File: src/rtl/pong_pkg.sv
// Shared Pong datapath definitions: game state, coordinate type and field geometry
// used by collision_detect, ball_movement and the paddle controller.
package pong_pkg;

    localparam int P_COORD_W     = 6;
    localparam int P_FIELD_W     = 64;
    localparam int P_FIELD_H     = 64;
    localparam int P_PADDLE_H    = 8;
    localparam int P_LEFT_PAD_X  = 2;
    localparam int P_RIGHT_PAD_X = 61;

    typedef logic [P_COORD_W-1:0] coord_t;

    typedef enum logic [1:0] {
        SERVE,
        PLAY,
        GAME_OVER
    } state_t;

endpackage

File: src/rtl/pong_tick_timer.sv
// Loadable down-counter stepped by the frame tick; stops at zero.
// A load wins over a decrement in the same cycle.
module pong_tick_timer #(
    parameter int             W       = 6,
    parameter logic [W-1:0]   RST_VAL = '0
) (
    input  logic         clk,
    input  logic         reset,
    input  logic         tick,
    input  logic         load,
    input  logic [W-1:0] load_val,
    output logic [W-1:0] count
);

    always_ff @(posedge clk or negedge reset) begin
        if (!reset)
            count <= RST_VAL;
        else if (load)
            count <= load_val;
        else if (tick && count != '0)
            count <= count - W'(1);
    end

endmodule

File: src/rtl/collision_detect.sv
// Pong collision/scoring stage: wall and paddle reflection pulses, point pulses,
// score keeping and serve-hold / game-over sequencing, all evaluated on tick.
module collision_detect
    import pong_pkg::*;
#(
    parameter int COORD_W     = P_COORD_W,
    parameter int FIELD_W     = P_FIELD_W,
    parameter int FIELD_H     = P_FIELD_H,
    parameter int PADDLE_H    = P_PADDLE_H,
    parameter int LEFT_PAD_X  = P_LEFT_PAD_X,
    parameter int RIGHT_PAD_X = P_RIGHT_PAD_X,
    parameter int LOCKOUT     = 4,
    parameter int SERVE_DELAY = 60,
    parameter int SCORE_W     = 4,
    parameter int WIN_SCORE   = 9
) (
    input  logic               clk,
    input  logic               reset,
    input  logic               tick,
    input  logic               start,
    input  logic [COORD_W-1:0] bx,
    input  logic [COORD_W-1:0] by,
    input  logic               bx_dir,
    input  logic               by_dir,
    input  logic [COORD_W-1:0] p1_y,
    input  logic [COORD_W-1:0] p2_y,
    output logic               paddle_collision,
    output logic               wall_collision,
    output logic               sc1,
    output logic               sc2,
    output logic [SCORE_W-1:0] score1,
    output logic [SCORE_W-1:0] score2,
    output logic               serve_hold,
    output logic               game_over
);

    localparam int SRV_W = $clog2(SERVE_DELAY + 1);
    localparam int LO_W  = $clog2(LOCKOUT + 1);

    localparam logic [COORD_W-1:0] L_HIT_X  = COORD_W'(LEFT_PAD_X + 1);
    localparam logic [COORD_W-1:0] R_HIT_X  = COORD_W'(RIGHT_PAD_X - 1);
    localparam logic [COORD_W-1:0] X_MAX    = COORD_W'(FIELD_W - 1);
    localparam logic [COORD_W-1:0] Y_MAX    = COORD_W'(FIELD_H - 1);
    localparam logic [COORD_W:0]   PAD_SPAN = (COORD_W+1)'(PADDLE_H - 1);
    localparam logic [SCORE_W-1:0] WIN      = SCORE_W'(WIN_SCORE);
    localparam logic [LO_W-1:0]    LO_MAX   = LO_W'(LOCKOUT);

    state_t state, state_n;

    logic [SRV_W-1:0]           serve_cnt;
    logic                       serve_load;
    // index 0 = wall lockout, index 1 = paddle lockout
    logic [1:0][LO_W-1:0]       lo_cnt;
    logic [1:0][LO_W-1:0]       lo_val;
    logic [1:0]                 lo_load;

    logic [SCORE_W-1:0] s1_n, s2_n;
    logic eval, miss_l, miss_r, miss, wall_hit, left_hit, right_hit;
    logic fire_wall, fire_pad, pt1, pt2;

    pong_tick_timer #(.W(SRV_W), .RST_VAL(SRV_W'(SERVE_DELAY))) u_serve (
        .clk      (clk),
        .reset    (reset),
        .tick     (tick),
        .load     (serve_load),
        .load_val (SRV_W'(SERVE_DELAY)),
        .count    (serve_cnt)
    );

    for (genvar i = 0; i < 2; i++) begin : g_lockout
        pong_tick_timer #(.W(LO_W)) u_lo (
            .clk      (clk),
            .reset    (reset),
            .tick     (tick),
            .load     (lo_load[i]),
            .load_val (lo_val[i]),
            .count    (lo_cnt[i])
        );
    end

    // Paddle bottom edge is formed one bit wider so a paddle near y=63 clips instead of wrapping.
    always_comb begin
        eval      = tick && (state == PLAY);
        miss_l    = (bx == '0) && !bx_dir;
        miss_r    = (bx == X_MAX) && bx_dir;
        miss      = miss_l || miss_r;
        wall_hit  = ((by == '0) && !by_dir) || ((by == Y_MAX) && by_dir);
        left_hit  = (bx == L_HIT_X) && !bx_dir && (by >= p1_y) &&
                    ({1'b0, by} <= {1'b0, p1_y} + PAD_SPAN);
        right_hit = (bx == R_HIT_X) && bx_dir && (by >= p2_y) &&
                    ({1'b0, by} <= {1'b0, p2_y} + PAD_SPAN);
        fire_wall = eval && wall_hit && (lo_cnt[0] == '0) && !miss;
        fire_pad  = eval && (left_hit || right_hit) && (lo_cnt[1] == '0) && !miss;
        pt1       = eval && miss_r;
        pt2       = eval && miss_l;
    end

    always_comb begin
        state_n    = state;
        s1_n       = score1;
        s2_n       = score2;
        serve_load = 1'b0;
        lo_load    = '0;
        lo_val     = '0;
        unique case (state)
            SERVE: begin
                if (tick && serve_cnt == SRV_W'(1))
                    state_n = PLAY;
            end
            PLAY: begin
                if (pt1 || pt2) begin
                    if (pt1 && score1 != WIN) s1_n = score1 + SCORE_W'(1);
                    if (pt2 && score2 != WIN) s2_n = score2 + SCORE_W'(1);
                    serve_load = 1'b1;
                    lo_load    = 2'b11;
                    state_n    = (s1_n == WIN || s2_n == WIN) ? GAME_OVER : SERVE;
                end else begin
                    if (fire_wall) begin
                        lo_load[0] = 1'b1;
                        lo_val[0]  = LO_MAX;
                    end
                    if (fire_pad) begin
                        lo_load[1] = 1'b1;
                        lo_val[1]  = LO_MAX;
                    end
                end
            end
            GAME_OVER: begin
                if (start) begin
                    s1_n       = '0;
                    s2_n       = '0;
                    serve_load = 1'b1;
                    state_n    = SERVE;
                end
            end
            default: state_n = SERVE;
        endcase
    end

    always_ff @(posedge clk or negedge reset) begin
        if (!reset) begin
            state            <= SERVE;
            paddle_collision <= 1'b0;
            wall_collision   <= 1'b0;
            sc1              <= 1'b0;
            sc2              <= 1'b0;
            score1           <= '0;
            score2           <= '0;
            serve_hold       <= 1'b1;
            game_over        <= 1'b0;
        end else begin
            state            <= state_n;
            paddle_collision <= fire_pad;
            wall_collision   <= fire_wall;
            sc1              <= pt1;
            sc2              <= pt2;
            score1           <= s1_n;
            score2           <= s2_n;
            serve_hold       <= (state_n != PLAY);
            game_over        <= (state_n == GAME_OVER);
        end
    end

endmodule

File: config.mk
export PLATFORM = sky130hd
export DESIGN_NAME = collision_detect
export DESIGN_NICKNAME = d
export VERILOG_FILES = /design/src/rtl/pong_pkg.sv /design/src/rtl/pong_tick_timer.sv /design/src/rtl/collision_detect.sv
export SDC_FILE = /design/constraint.sdc
export NUM_CORES = 1
export LEC_CHECK = 0
export CELL_PAD_IN_SITES_DETAIL_PLACEMENT = 0
export CELL_PAD_IN_SITES_GLOBAL_PLACEMENT = 1
export CORE_MARGIN = 10
export CORE_UTILIZATION = 41
export DETAILED_ROUTE_END_ITERATION = 8
export PLACE_DENSITY = 0.81
export RECOVER_POWER = 25
export SYNTH_ARGS = -nofsm -noshare
export SYNTH_HDL_FRONTEND = slang
export SYNTH_SLANG_ARGS = --single-unit
File: constraint.sdc
create_clock -name clk -period 2.8 [get_ports clk]
set_input_delay 0.7 -clock clk [delete_from_list [all_inputs] [get_ports clk]]
set_output_delay 0.7 -clock clk [all_outputs]
set_load 0.02 [all_outputs]
# Word-level counts from Yosys, hierarchy flattened

Index checks and enable logic that the tools add are counted.

Word-level logic and storage cells: 117
Output and inout port bits: 14
Flip-flop bits (word level): 28
ROM bits: 0
Input bits: 30
Memories: 0
Memory bits (writable): 0
Bits in latches: 0

Bitwise gates (word level): 0
Divide/modulo/power cells: 0
Multiply operators: 0
Add/subtract/negate cells: 7
$lt $le $gt $ge: 4
Shifts and indexed selects: 0
Reductions and logical operators: 46
Equality and inequality tests: 15
Multiplexer cells: 33

Operator list:

| cell                                                                | number |
|---|---|
| 4-bit two-way mux                                                   | 9 |
| 1-bit logical AND                                                   | 25 |
| 6-bit two-way mux                                                   | 4 |
| 6-bit == test (second input constant)                               | 3 |
| 3-bit two-way mux                                                   | 6 |
| 4-bit one-hot mux with 2 select lines                               | 2 |
| 6-bit by 3-bit adder with 7-bit output (second input constant)      | 2 |
| 6-bit by 7-bit less-or-equal comparator with 1-bit output           | 2 |
| 6-bit greater-or-equal comparator                                   | 2 |
| 6-bit zero test                                                     | 2 |
| 2-bit two-way mux                                                   | 6 |
| 4-bit by 1-bit adder with 4-bit output (second input constant)      | 2 |
| 4-bit == test (second input constant)                               | 2 |
| 4-bit inequality test (second input constant)                       | 2 |
| 2-bit nonzero test                                                  | 4 |
| 6-bit by 1-bit == test with 1-bit output (second input constant)    | 1 |
| 6-bit by 2-bit == test with 1-bit output (second input constant)    | 1 |
| 3-bit zero test                                                     | 2 |
| 2-bit one-hot mux with 3 select lines                               | 1 |
| 3-bit nonzero test                                                  | 2 |
| 6-bit nonzero test                                                  | 1 |
| 3-bit by 1-bit subtractor with 3-bit output (second input constant) | 2 |
| 6-bit by 1-bit subtractor with 6-bit output (second input constant) | 1 |
| 1-bit logical OR                                                    | 5 |
| other kinds (9)                                                     | 16 |

# Logic depth before layout (Yosys ltp)

Gate-level depths: netlist (run 1).

Depth in word-level cells: 13
Mapped depth: 12

# Hierarchy

A second synthesis (run 1) with hierarchy kept.

Cells, all modules: 308
Area total of the unflattened synthesis: 2,705.1 sq um

Modules (own cells, without submodules):

| module                                   | cells an instance | area each (sq um) | times used |
|---|---|---|---|
| collision_detect                         | 228               | 1,911.8           | 1 |
| pong_tick_timer at u_serve               | 42                | 412.9             | 1 |
| pong_tick_timer at g_lockout[0].u_lo ... | 19                | 190.2             | 2 |

# Worst setup path before layout (run 1)

Ideal clock, no wire load.

Kind: input -> register
From: input port p2_y[3]
To: register g_lockout[1].u_lo.count[2]
Arrival time: 2.234 ns
Slack: 0.435 ns
Setup time: 0.130 ns
Stages on the path: 10
Path through: inv_1 -> or3_1 -> xnor2_1 -> ha_1 -> nand4_1 -> o22ai_1 -> a41oi_1 -> o21ai_0 -> a32oi_1 -> o21ai_0

Cells in the longest elaborated chain, start to end: 11

Ends and longest elaborated chain:

| element                                                                                        | RTL line                                       | RTL |
|---|---|---|
| start, declared                                                                                | collision_detect.sv:26                         | `input logic [COORD_W-1:0] p2_y,` |
| 6-bit by 3-bit adder with 7-bit output or 6-bit greater-or-equal comparator (tied branches)    | collision_detect.sv:91, collision_detect.sv:90 |  |
| 6-bit by 7-bit less-or-equal comparator with 1-bit output or 1-bit logical AND (tied branches) | collision_detect.sv:91, collision_detect.sv:90 |  |
| 1-bit logical AND *                                                                            | collision_detect.sv:90                         | `right_hit = (bx == R_HIT_X) && bx_dir && (by >= p2_y) &&` |
| 1-bit logical OR *                                                                             | collision_detect.sv:93                         | `fire_pad = eval && (left_hit \|\| right_hit) && (lo_cnt[1] == '0) && !miss;` |
| 1-bit logical AND * (3 in a row)                                                               | collision_detect.sv:93                         |  |
| 3-bit two-way mux or 1-bit two-way mux (tied branches)                                         | collision_detect.sv:122                        | `if (fire_pad) begin` |
| 6-bit two-way mux or 2-bit two-way mux (tied branches)                                         | collision_detect.sv:111                        | `if (pt1 \|\| pt2) begin` |
| 6-bit two-way mux or 2-bit two-way mux (tied branches)                                         | collision_detect.sv:105                        | `unique case (state)` |
| 3-bit two-way mux or 2-bit nonzero test (tied branches)                                        | --                                             |  |
| end signal, assigned                                                                           | pong_tick_timer.sv:19                          | `count <= load_val;` |
| end signal, assigned                                                                           | pong_tick_timer.sv:21                          | `count <= count - W'(1);` |
| end, declared                                                                                  | pong_tick_timer.sv:12                          | `output logic [W-1:0] count` |

Mark *: on every way between the ends. The rest lies on a longest branch, timed or not.
A chain may end at the register's enable or synchronous reset.

# Worst setup path in the final report (run 1)

From: input port p2_y[2]
To: register g_lockout[1].u_lo.count[2]

The elaborated chain is that of the path after synthesis.

==> flow_summary.ini, run 1 <==
[run_status]
result_of_the_run = complete, but fails checks
failed_checks = capacitance limit, slew limit

[grt]
grt_antenna_before_repair = 0
grt_use_met3 = 0.0154
grt_busiest_layer = met2
grt_overflow = 0
global_route_wire_length_before_repair_um = 10800
use_met1 = 0.149
pin_count_of_the_biggest_net_entering_global_routing = 29
gr-usage-all-layers = 0.126
grt_util_met2 = 0.233
grt_pass1_vias = 2394

[clock_network]
numCtsBuffers = 3
tritoncts_clock_tree = built
clk_pin_slew_ns = 0.10
cts_buffer_depth = 2
ctsRootBufferMaster = sky130_fd_sc_hd__clkbuf_8
clkLatencyLatePin_ns = 0.28
ctsHoldBuffers = 0
clock_sinks = 28
cts-htree-levels = 1
post_cts_buffers = 0

[routing]
drt_pass_1_iters = 4
detail_route.wl_per_cell_um = 14.0
final_antenna_net_count = 0
vias = 2281
drc = 0
drt_first_iter_violations = 72
routed_wirelength_um = 6170
routed_via_density = 5.20

[floorplanning]
coreArea_um2 = 5990
die-height_um = 99
floorplan.rows = 28
die_width_um = 99
dieArea_um2 = 9800
floorplan.initialDensity = 0.427
design.portCount = 44

[setup_path]
required_time_at_the_endpoint_of_the_critical_path_ns = 2.97
cells_along_the_critical_path = clkdlybuf4s50_1 > nor3_2 > or3_4 > xnor2_1 > ha_1 > nand4_1 > o22ai_1 > a41oi_1 > o21ai_1 > a32oi_1 > o21ai_1
crit_path_max_incr_delay_ns = 0.50
worst_setup_path_start_kind = primary input
arrival_time_of_data_at_the_critical_path_endpoint_ns = 2.83
crit_path_end_kind = register
timing.critical_path.mode_cell = sky130_fd_sc_hd__o21ai_1
cp_top_family = compound AO/OA/AOI/OAI gates
critPathMaxFanout = 2
type_of_the_setup_path_with_the_least_slack = in -> reg
cp.buffers_inverters = 1
cp_slowest_cell = sky130_fd_sc_hd__clkdlybuf4s50_1

[synthesis]
synth-xor-area-share = 0.0582
mappedNetlistNets = 358
largest_family_of_logic_cells_by_synthesized_area = simple AND/OR/NAND/NOR gates
synth_flop_cell = sky130_fd_sc_hd__dfrtp_1
netlist_area_um2 = 2560
ys.warnings.count = 0
synth_seq_cells = 28
synthesis.instances = 288
yosys.area_share.simple = 0.229
ys_seq_area_frac = 0.276
synth_adder_area_share = 0.196
synth.area.mux_share = 0.0156
synth_compound_area_frac = 0.178
synth.distinct_cells = 56
synthArstFlopShare = 1.00
syn-mean-instance-area_um2 = 8.88
synth_edf_count = 0

[power_and_ir_drop]
cellPowerDensity_nw_per_um2 = 467
leakage_nw = 1.59
fin_total_pwr_w = 0.00159
peakVddDrop_v = 0.000304

[finish]
area_growth_pct = 33.2
mostFrequentLayoutCell = sky130_fd_sc_hd__ha_1
design.final.nets = 435
drive_above_1_share = 0.157
post_layout_instance_area_um2 = 3410
filler_cell_count = 532
commonest_cells_after_routing_fill_and_taps_aside = 40 x sky130_fd_sc_hd__ha_1, 37 x sky130_fd_sc_hd__clkdlybuf4s50_1, 36 x sky130_fd_sc_hd__nand2_1, 32 x sky130_fd_sc_hd__buf_4, 26 x sky130_fd_sc_hd__inv_1
n_antenna_cell = 0

[sta]
final_worst_path_period_need_ns = 2.67
timing.fmax_mhz = 375
final_max_slew_viol_count = 29
worst_pin_slew_ns = 1.56
timing.max_slew.rel_slack = -0.0369
report.final.hold_viol_count = 0
final.setup.tns_ns = 0
whs_ns = 0.569
setup_viol_count_final = 0
finClkSkew_ns = 0.00270
final_critical_path_setup_slack_ns = 0.135
layout_worst_path_cycle_share = 0.952

[placed_design]
port_buffers = 43
place_worst_setup_slack_ns = -0.277
routabilityCongestion = 0.813
placed_cell_area_um2 = 3310
place_hpwl_um = 5070

[run]
timing.max_cap.violations = 1

[min_path]
holdCritPathClass = reg -> reg
## through the flow
stage / instances / util
floorplan: 288 / -
global placement: 435 / 0.552
detailed placement: 435 / 0.552
CTS: 439 / 0.564
global route: 439 / 0.569
finish: 439 / 0.569
## kinds of logic after synthesis
family / Yosys count
and+or+nand+nor: 103
AOI/OAI and AO/OA: 66
buffers and inverters: 30
xor gates and xnor gates: 17
muxes: 4
adders and majority gates: 40
DFF: 28
## where the power goes
part	internal (W)	switching (W)	leakage (nW)
clock network	0.000191	0.000135	0.0357
logic	0.000318	0.000342	1.20
registers	0.000529	0.0000766	0.356
total	0.00104	0.000553	1.59
## final timing paths
| kind | startpoint | cells after the start | slack, ns | endpoint |
|---|---|---|---|---|
| worst max-delay path | p2_y[2] | 11 | 0.13 | g_lockout[1].u_lo.count[2]$_DFFE_PN0P_ |
| max in group asynchronous | reset | 2 | 0.57 | g_lockout[1].u_lo.count[0]$_DFFE_PN0P_ |
| worst min register to register | u_serve.count[5]$_DFFE_PN1P_ | 2 | 0.57 | u_serve.count[5]$_DFFE_PN1P_ |
| min in group asynchronous | reset | 2 | 1.33 | score2[2]$_DFFE_PN0P_ |
| worst min-delay path | u_serve.count[5]$_DFFE_PN1P_ | 2 | 0.57 | u_serve.count[5]$_DFFE_PN1P_ |
| worst max register to register | state[1]$_DFF_PN0_ | 8 | 0.62 | game_over$_DFF_PN0_ |
## sequential cells by signal (all words and copies together) (netlist names)
| register | flops |
|---|---|
| g_lockout.u_lo.count | 6 |
| u_serve.count | 6 |
| score1 | 4 |
| score2 | 4 |
| state | 2 |
| game_over | 1 |
| paddle_collision | 1 |
| sc1 | 1 |
| sc2 | 1 |
| serve_hold | 1 |
| wall_collision | 1 |
## repair_timing
item,in CTS,in global routing
setup endpoints to repair,0,4
hold endpoints to repair,0,0
resized for setup,0,13
## area by class of cell
class	instances	area, µm²	share of cell area
multi-input cells	230	1750	0.514
flip-flops and latches	28	707	0.207
repair buffers	76	687	0.202
clock inverters	1	30.0	0.00881
well taps	75	93.8	0.0275
clock buffers	3	41.3	0.0121
inverters	26	97.6	0.0286
## worst reg2reg max path, stage by stage, from the launching register on
cell                       delay (ns)
sky130_fd_sc_hd__dfrtp_1         0.44
sky130_fd_sc_hd__inv_1           0.10
sky130_fd_sc_hd__ha_1            0.24
sky130_fd_sc_hd__nand4_4         0.15
sky130_fd_sc_hd__nor4_2          0.38
sky130_fd_sc_hd__nand4b_1        0.15
sky130_fd_sc_hd__a211oi_1        0.25
sky130_fd_sc_hd__o21bai_1        0.16
sky130_fd_sc_hd__a211oi_2        0.22
## cell usage after synthesis, drive strengths merged, types with 2 or more instances
cell,instances,area [µm²]
ha,40,500
xor2,4,35.0
dfrtp,23,576
o22ai,4,25.0
a21o,6,45.0
dfstp,5,131
nor2b,5,31.3
o21bai,2,15.0
xnor2,13,114
nand2b,2,12.5
a211oi,7,70.1
o21ai,17,85.1
a21boi,3,22.5
nand4b,2,17.5
nor3,11,60.1
nand4,7,58.8
a221o,2,20.0
nor4,6,50.0
o2111ai,2,17.5
nand3,8,52.6
a211o,2,17.5
and3,2,12.5
nand2,38,148
a41oi,2,17.5
inv,26,97.6
a21oi,12,60.1
mux2i,4,40.0
nor2,9,33.8
or3,4,30.0
buf,3,17.5
a22o,2,17.5
## metal layers
layer / vias to the layer above / share of wire
met5: - / 0
met4: 0 / 0.0058
met3: 2 / 0.025
met2: 29 / 0.52
met1: 1055 / 0.45
li1: 1195 / -
No activity file was read; power rests on OpenSTA's default activity.
==> run 2: changes to the inputs <==
--- a/config.mk
+++ b/config.mk
@@ -8,9 +8,10 @@
 export CELL_PAD_IN_SITES_DETAIL_PLACEMENT = 0
 export CELL_PAD_IN_SITES_GLOBAL_PLACEMENT = 1
 export CORE_MARGIN = 10
-export CORE_UTILIZATION = 41
+export CORE_UTILIZATION = 30
+export CTS_CLUSTER_DIAMETER = 50
 export DETAILED_ROUTE_END_ITERATION = 8
-export PLACE_DENSITY = 0.81
+export PLACE_DENSITY = 0.62
 export RECOVER_POWER = 25
 export SYNTH_ARGS = -nofsm -noshare
 export SYNTH_HDL_FRONTEND = slang
==> flow_summary.ini, run 2 (synthesized netlist as in run 1, its figures left out) <==
[run_status]
result_of_the_run = complete, but fails checks
failed_checks = capacitance limit, slew limit

[sta]
setup_viol_count_final = 0
worst_pin_slew_ns = 1.52
layout_worst_path_cycle_share = 0.969
final_worst_path_period_need_ns = 2.71
report.final.hold_viol_count = 0
timing.fmax_mhz = 369
final_max_slew_viol_count = 29
final_critical_path_setup_slack_ns = 0.0864
final.setup.tns_ns = 0
timing.max_slew.rel_slack = -0.0143
finClkSkew_ns = 0.00393

[finish]
commonest_cells_after_routing_fill_and_taps_aside = 41 x sky130_fd_sc_hd__clkdlybuf4s50_1, 40 x sky130_fd_sc_hd__ha_1, 36 x sky130_fd_sc_hd__buf_4, 35 x sky130_fd_sc_hd__nand2_1, 26 x sky130_fd_sc_hd__inv_1
design.final.nets = 439
area_growth_pct = 36.1
largestRegisters = g_lockout.u_lo.count (6), u_serve.count (6)
n_antenna_cell = 0
mostFrequentLayoutCell = sky130_fd_sc_hd__clkdlybuf4s50_1
drive_above_1_share = 0.177

[clock_network]
ctsHoldBuffers = 0
clock_sinks = 28
clk_pin_slew_ns = 0.10
ctsRootBufferMaster = sky130_fd_sc_hd__clkbuf_8
post_cts_buffers = 0
clkLatencyLatePin_ns = 0.28
tritoncts_clock_tree = built
cts_buffer_depth = 2
numCtsBuffers = 3
cts-htree-levels = 1

[placed_design]
port_buffers = 43
routabilityCongestion = 0.798
place_worst_setup_slack_ns = -0.415
place_hpwl_um = 5480

[routing]
routed_wirelength_um = 6550
routed_via_density = 4.92
drc = 0
final_antenna_net_count = 0
drt_pass_1_iters = 4
vias = 2325
drt_first_iter_violations = 60
detail_route.wl_per_cell_um = 13.8

[run]
timing.max_cap.violations = 1

[grt]
global_route_wire_length_before_repair_um = 11100
grt_pass1_vias = 2370
gr-usage-all-layers = 0.102
grt_antenna_before_repair = 0
grt_overflow = 0
pin_count_of_the_biggest_net_entering_global_routing = 29

[setup_path]
cells_along_the_critical_path = clkdlybuf4s50_1 > inv_1 > or3_1 > xnor2_1 > ha_1 > nand4_1 > o22ai_1 > a41oi_2 > o21ai_2 > a32o_2 > a21oi_1
crit_path_end_kind = register
cp_slowest_cell = sky130_fd_sc_hd__clkdlybuf4s50_1
crit_path_max_incr_delay_ns = 0.47
arrival_time_of_data_at_the_critical_path_endpoint_ns = 2.92
required_time_at_the_endpoint_of_the_critical_path_ns = 3.01
type_of_the_setup_path_with_the_least_slack = in -> reg
worst_setup_path_start_kind = primary input
cp_top_family = compound AO/OA/AOI/OAI gates
critPathMaxFanout = 2
cp.buffers_inverters = 2

[floorplanning]
design.portCount = 44
floorplan.initialDensity = 0.310
coreArea_um2 = 8260
die_width_um = 112
dieArea_um2 = 12600
floorplan.rows = 33
die-height_um = 112

[min_path]
holdCritPathClass = reg -> reg

[power_and_ir_drop]
fin_total_pwr_w = 0.00161
cellPowerDensity_nw_per_um2 = 462
peakVddDrop_v = 0.000171
leakage_nw = 1.57
==> run 2: worst register-to-register path: cells and delay by family (launching register included) <==
kind	cells	cell delay (ns)
AND/OR/NAND/NOR	3	0.67
AO/OA/AOI/OAI	3	0.66
flip-flops	1	0.46
adder cells (fa/ha/maj)	1	0.23
buffers and inverters	1	0.11
==> run 2: through the flow <==
| step | hold WS, ns | util | instances | area, µm² |
|---|---|---|---|---|
| floorplan | 0.404 | - | 288 | 2560 |
| global placement | 0.553 | 0.409 | 469 | 3380 |
| detailed placement | 0.560 | 0.409 | 469 | 3380 |
| CTS | 0.574 | 0.417 | 473 | 3450 |
| global route | 0.609 | 0.422 | 473 | 3480 |
| finish | 0.575 | 0.422 | 473 | 3480 |
==> run 2: path summary, 6_finish.rpt <==
kind | start | endpoint | slack (ns) | cells past startpoint
hold reg to reg | u_serve.count[5]$_DFFE_PN1P_ | u_serve.count[5]$_DFFE_PN1P_ | 0.58 | 2
setup / recovery | p2_y[3] | g_lockout[1].u_lo.count[1]$_DFFE_PN0P_ | 0.09 | 11
max in group asynchronous | reset | paddle_collision$_DFF_PN0_ | 0.59 | 2
min in group asynchronous | reset | score2[0]$_DFFE_PN0P_ | 1.32 | 2
setup reg to reg | state[1]$_DFF_PN0_ | game_over$_DFF_PN0_ | 0.59 | 8
hold / removal | u_serve.count[5]$_DFFE_PN1P_ | u_serve.count[5]$_DFFE_PN1P_ | 0.58 | 2
==> run 2: final cells by class <==
type | count | area (µm²)
Sequential cell | 28 | 707
Fill cell | 849 | 4770
Inverter | 26 | 97.6
Clock buffer | 3 | 41.3
Clock inverter | 1 | 30.0
Tap cell | 105 | 131
Multi-Input combinational cell | 230 | 1770
Timing Repair Buffer | 80 | 703
==> run 2: where the power goes <==
group | leakage (nW) | internal (W) | switching [W]
Clock | 0.0357 | 0.000192 | 0.000135
Combinational | 1.18 | 0.000322 | 0.000352
Sequential | 0.356 | 0.000529 | 0.0000793
==> run 2: metal layers <==
metal	track usage	routed length (µm)	vias to the layer above
met5	0	0	-
met1	0.125	2980	1083
met4	0.0279	57	0
li1	-	-	1201
met3	0.0138	204	4
met2	0.183	3300	37
==> run 2: timing repair <==
item,in CTS,in global routing
endpoints found under the setup margin,4,4
resized for setup,3,10
pin swaps,2,1
==> patch (config.mk and constraints of run 1) <==
Register the input `p1_y` before use. The logic sees it one clock later. The other inputs are not delayed to match.
--- a/src/rtl/collision_detect.sv
+++ b/src/rtl/collision_detect.sv
@@ -45,6 +45,12 @@
     localparam logic [SCORE_W-1:0] WIN      = SCORE_W'(WIN_SCORE);
     localparam logic [LO_W-1:0]    LO_MAX   = LO_W'(LOCKOUT);
 
+    logic [COORD_W-1:0] p1_y_q;
+
+    always_ff @(posedge clk) begin
+        p1_y_q <= p1_y;
+    end
+
     state_t state, state_n;
 
     logic [SRV_W-1:0]           serve_cnt;
@@ -85,8 +91,8 @@
         miss_r    = (bx == X_MAX) && bx_dir;
         miss      = miss_l || miss_r;
         wall_hit  = ((by == '0) && !by_dir) || ((by == Y_MAX) && by_dir);
-        left_hit  = (bx == L_HIT_X) && !bx_dir && (by >= p1_y) &&
-                    ({1'b0, by} <= {1'b0, p1_y} + PAD_SPAN);
+        left_hit  = (bx == L_HIT_X) && !bx_dir && (by >= p1_y_q) &&
+                    ({1'b0, by} <= {1'b0, p1_y_q} + PAD_SPAN);
         right_hit = (bx == R_HIT_X) && bx_dir && (by >= p2_y) &&
                     ({1'b0, by} <= {1'b0, p2_y} + PAD_SPAN);
         fire_wall = eval && wall_hit && (lo_cnt[0] == '0) && !miss;
Formal check against the unedited RTL: no difference found for any inputs over 10 cycles, from zero or initial values and one cycle with reset low; that may be too few to reach the edited logic, so the function may still have changed.
==> patch against run 1 <==
The flow still finishes with violations (max-capacitance violations, max-slew violations). Routed wire length up 7.4%. Highest routed layer unchanged. Critical path type unchanged. Sequential cell count up 6. Critical endpoint is now g_lockout[1].u_lo.count[1]$_DFFE_PN0P_. Final area up 2.5%. Area after synthesis up 4.1%. Cell count up 1.6%. Critical path depth unchanged. Sequential power up 15%. Non-clock buffer count down 13. Die area up 3.3%. Worst setup slack worse by 0.029 ns. Power up 21%.
==> patch: results (changes against run 1) <==
<table>
<tr><th>Metric</th><th>Value</th></tr>
<tr><th colspan="2">Logic synthesis</th></tr>
<tr><td>Post-Synthesis Net Count</td><td>372 (was 358)</td></tr>
<tr><td>Adder-cell area share of the yosys netlist</td><td>0.1879 (was 0.1956)</td></tr>
<tr><td>Synth cell types</td><td>54 (was 56)</td></tr>
<tr><th colspan="2">Clock network</th></tr>
<tr><td>TritonCTS buffer count</td><td>5 (was 3)</td></tr>
<tr><td>Clock H-tree levels</td><td>2 (was 1)</td></tr>
<tr><td>Clk pin slew, worst setup/hold paths</td><td>0.08 ns (was 0.10 ns)</td></tr>
<tr><th colspan="2">Cells and area</th></tr>
<tr><td>Net count, final</td><td>438 (was 435)</td></tr>
<tr><td>Post-route insts no fill</td><td>446 (was 439)</td></tr>
<tr><td>Fraction of final layout cells with drive strength greater than 1</td><td>0.1382 (was 0.1566)</td></tr>
<tr><th colspan="2">STA</th></tr>
<tr><td>Headroom to the max-slew limit</td><td>-0.04698 (was -0.03686)</td></tr>
<tr><td>Number of slew-limit violations in the final report</td><td>29 (unchanged)</td></tr>
<tr><th colspan="2">Power and ir drop</th></tr>
<tr><td>Worst supply voltage drop on vdd</td><td>0.3013 mV (was 0.3037 mV)</td></tr>
<tr><td>Leakage Power</td><td>0.001613 uW (was 0.001591 uW)</td></tr>
<tr><th colspan="2">Detailed routing</th></tr>
<tr><td>DR iter-0 viols</td><td>80 (was 72)</td></tr>
<tr><th colspan="2">Placement</th></tr>
<tr><td>Placed standard-cell area</td><td>3319 sq um (was 3309 sq um)</td></tr>
<tr><th colspan="2">Global route</th></tr>
<tr><td>Overall fraction of global-route tracks in use</td><td>0.1365 (was 0.1263)</td></tr>
<tr><th colspan="2">Outcome</th></tr>
<tr><td>Run status</td><td>finished, violations left (unchanged)</td></tr>
<tr><td>Violations in the final reports</td><td>max-capacitance violations, max-slew violations (unchanged)</td></tr>
<tr><th colspan="2">Critical path</th></tr>
<tr><td>Register-to-register path setup slack</td><td>0.41 ns (was 0.62 ns)</td></tr>
<tr><th colspan="2">Job</th></tr>
<tr><td>Max-Cap Viols</td><td>1 (unchanged)</td></tr>
</table>
[patch: how the worst min path moves through the flow]
| stage | to | from | cells after the start | slack [ns] |
|---|---|---|---|---|
| 5_1_grt | u_serve.count[1]$_DFFE_PN0P_ | u_serve.count[1]$_DFFE_PN0P_ | 2 | 0.59 |
| 2_1_floorplan | g_lockout[0].u_lo.count[0]$_DFFE_PN0P_ | reset | 0 | 0.40 |
| 3_3_place_gp | u_serve.count[1]$_DFFE_PN0P_ | u_serve.count[1]$_DFFE_PN0P_ | 2 | 0.52 |
| 6_report | u_serve.count[1]$_DFFE_PN0P_ | u_serve.count[1]$_DFFE_PN0P_ | 2 | 0.55 |
| 3_5_place_dp | u_serve.count[1]$_DFFE_PN0P_ | u_serve.count[1]$_DFFE_PN0P_ | 2 | 0.53 |
| 4_1_cts | u_serve.count[1]$_DFFE_PN0P_ | u_serve.count[1]$_DFFE_PN0P_ | 2 | 0.55 |
[patch: metal layers]
metal	track usage	vias to the layer above	wire length, um
li1	-	1214	-
met1	0.1669	1131	3098
met2	0.2231	32	3106
met3	0.04184	7	343
met4	0.04239	0	71
met5	0	-	0
[patch: cell type report]
| class | count | area [sq um] | share of cell area |
|---|---|---|---|
| well taps | 77 | 96.34 | 0.02759 |
| flip-flops and latches | 34 | 827.0 | 0.2368 |
| repair buffers | 63 | 579.3 | 0.1659 |
| inverters | 31 | 116.4 | 0.03332 |
| clock inverters | 3 | 68.82 | 0.01971 |
| multi-input cells | 233 | 1735 | 0.4970 |
| clock buffers | 5 | 68.82 | 0.01971 |
[patch: power by group through the flow]
stage | Combinational (uW) | Clock (uW) | Sequential, uW
floorplan | 463 | 0 | 695
global placement | 638 | 0 | 704
detailed placement | 660 | 0 | 705
CTS | 663 | 568 | 698
global route | 778 | 590 | 714
finish | 675 | 558 | 699
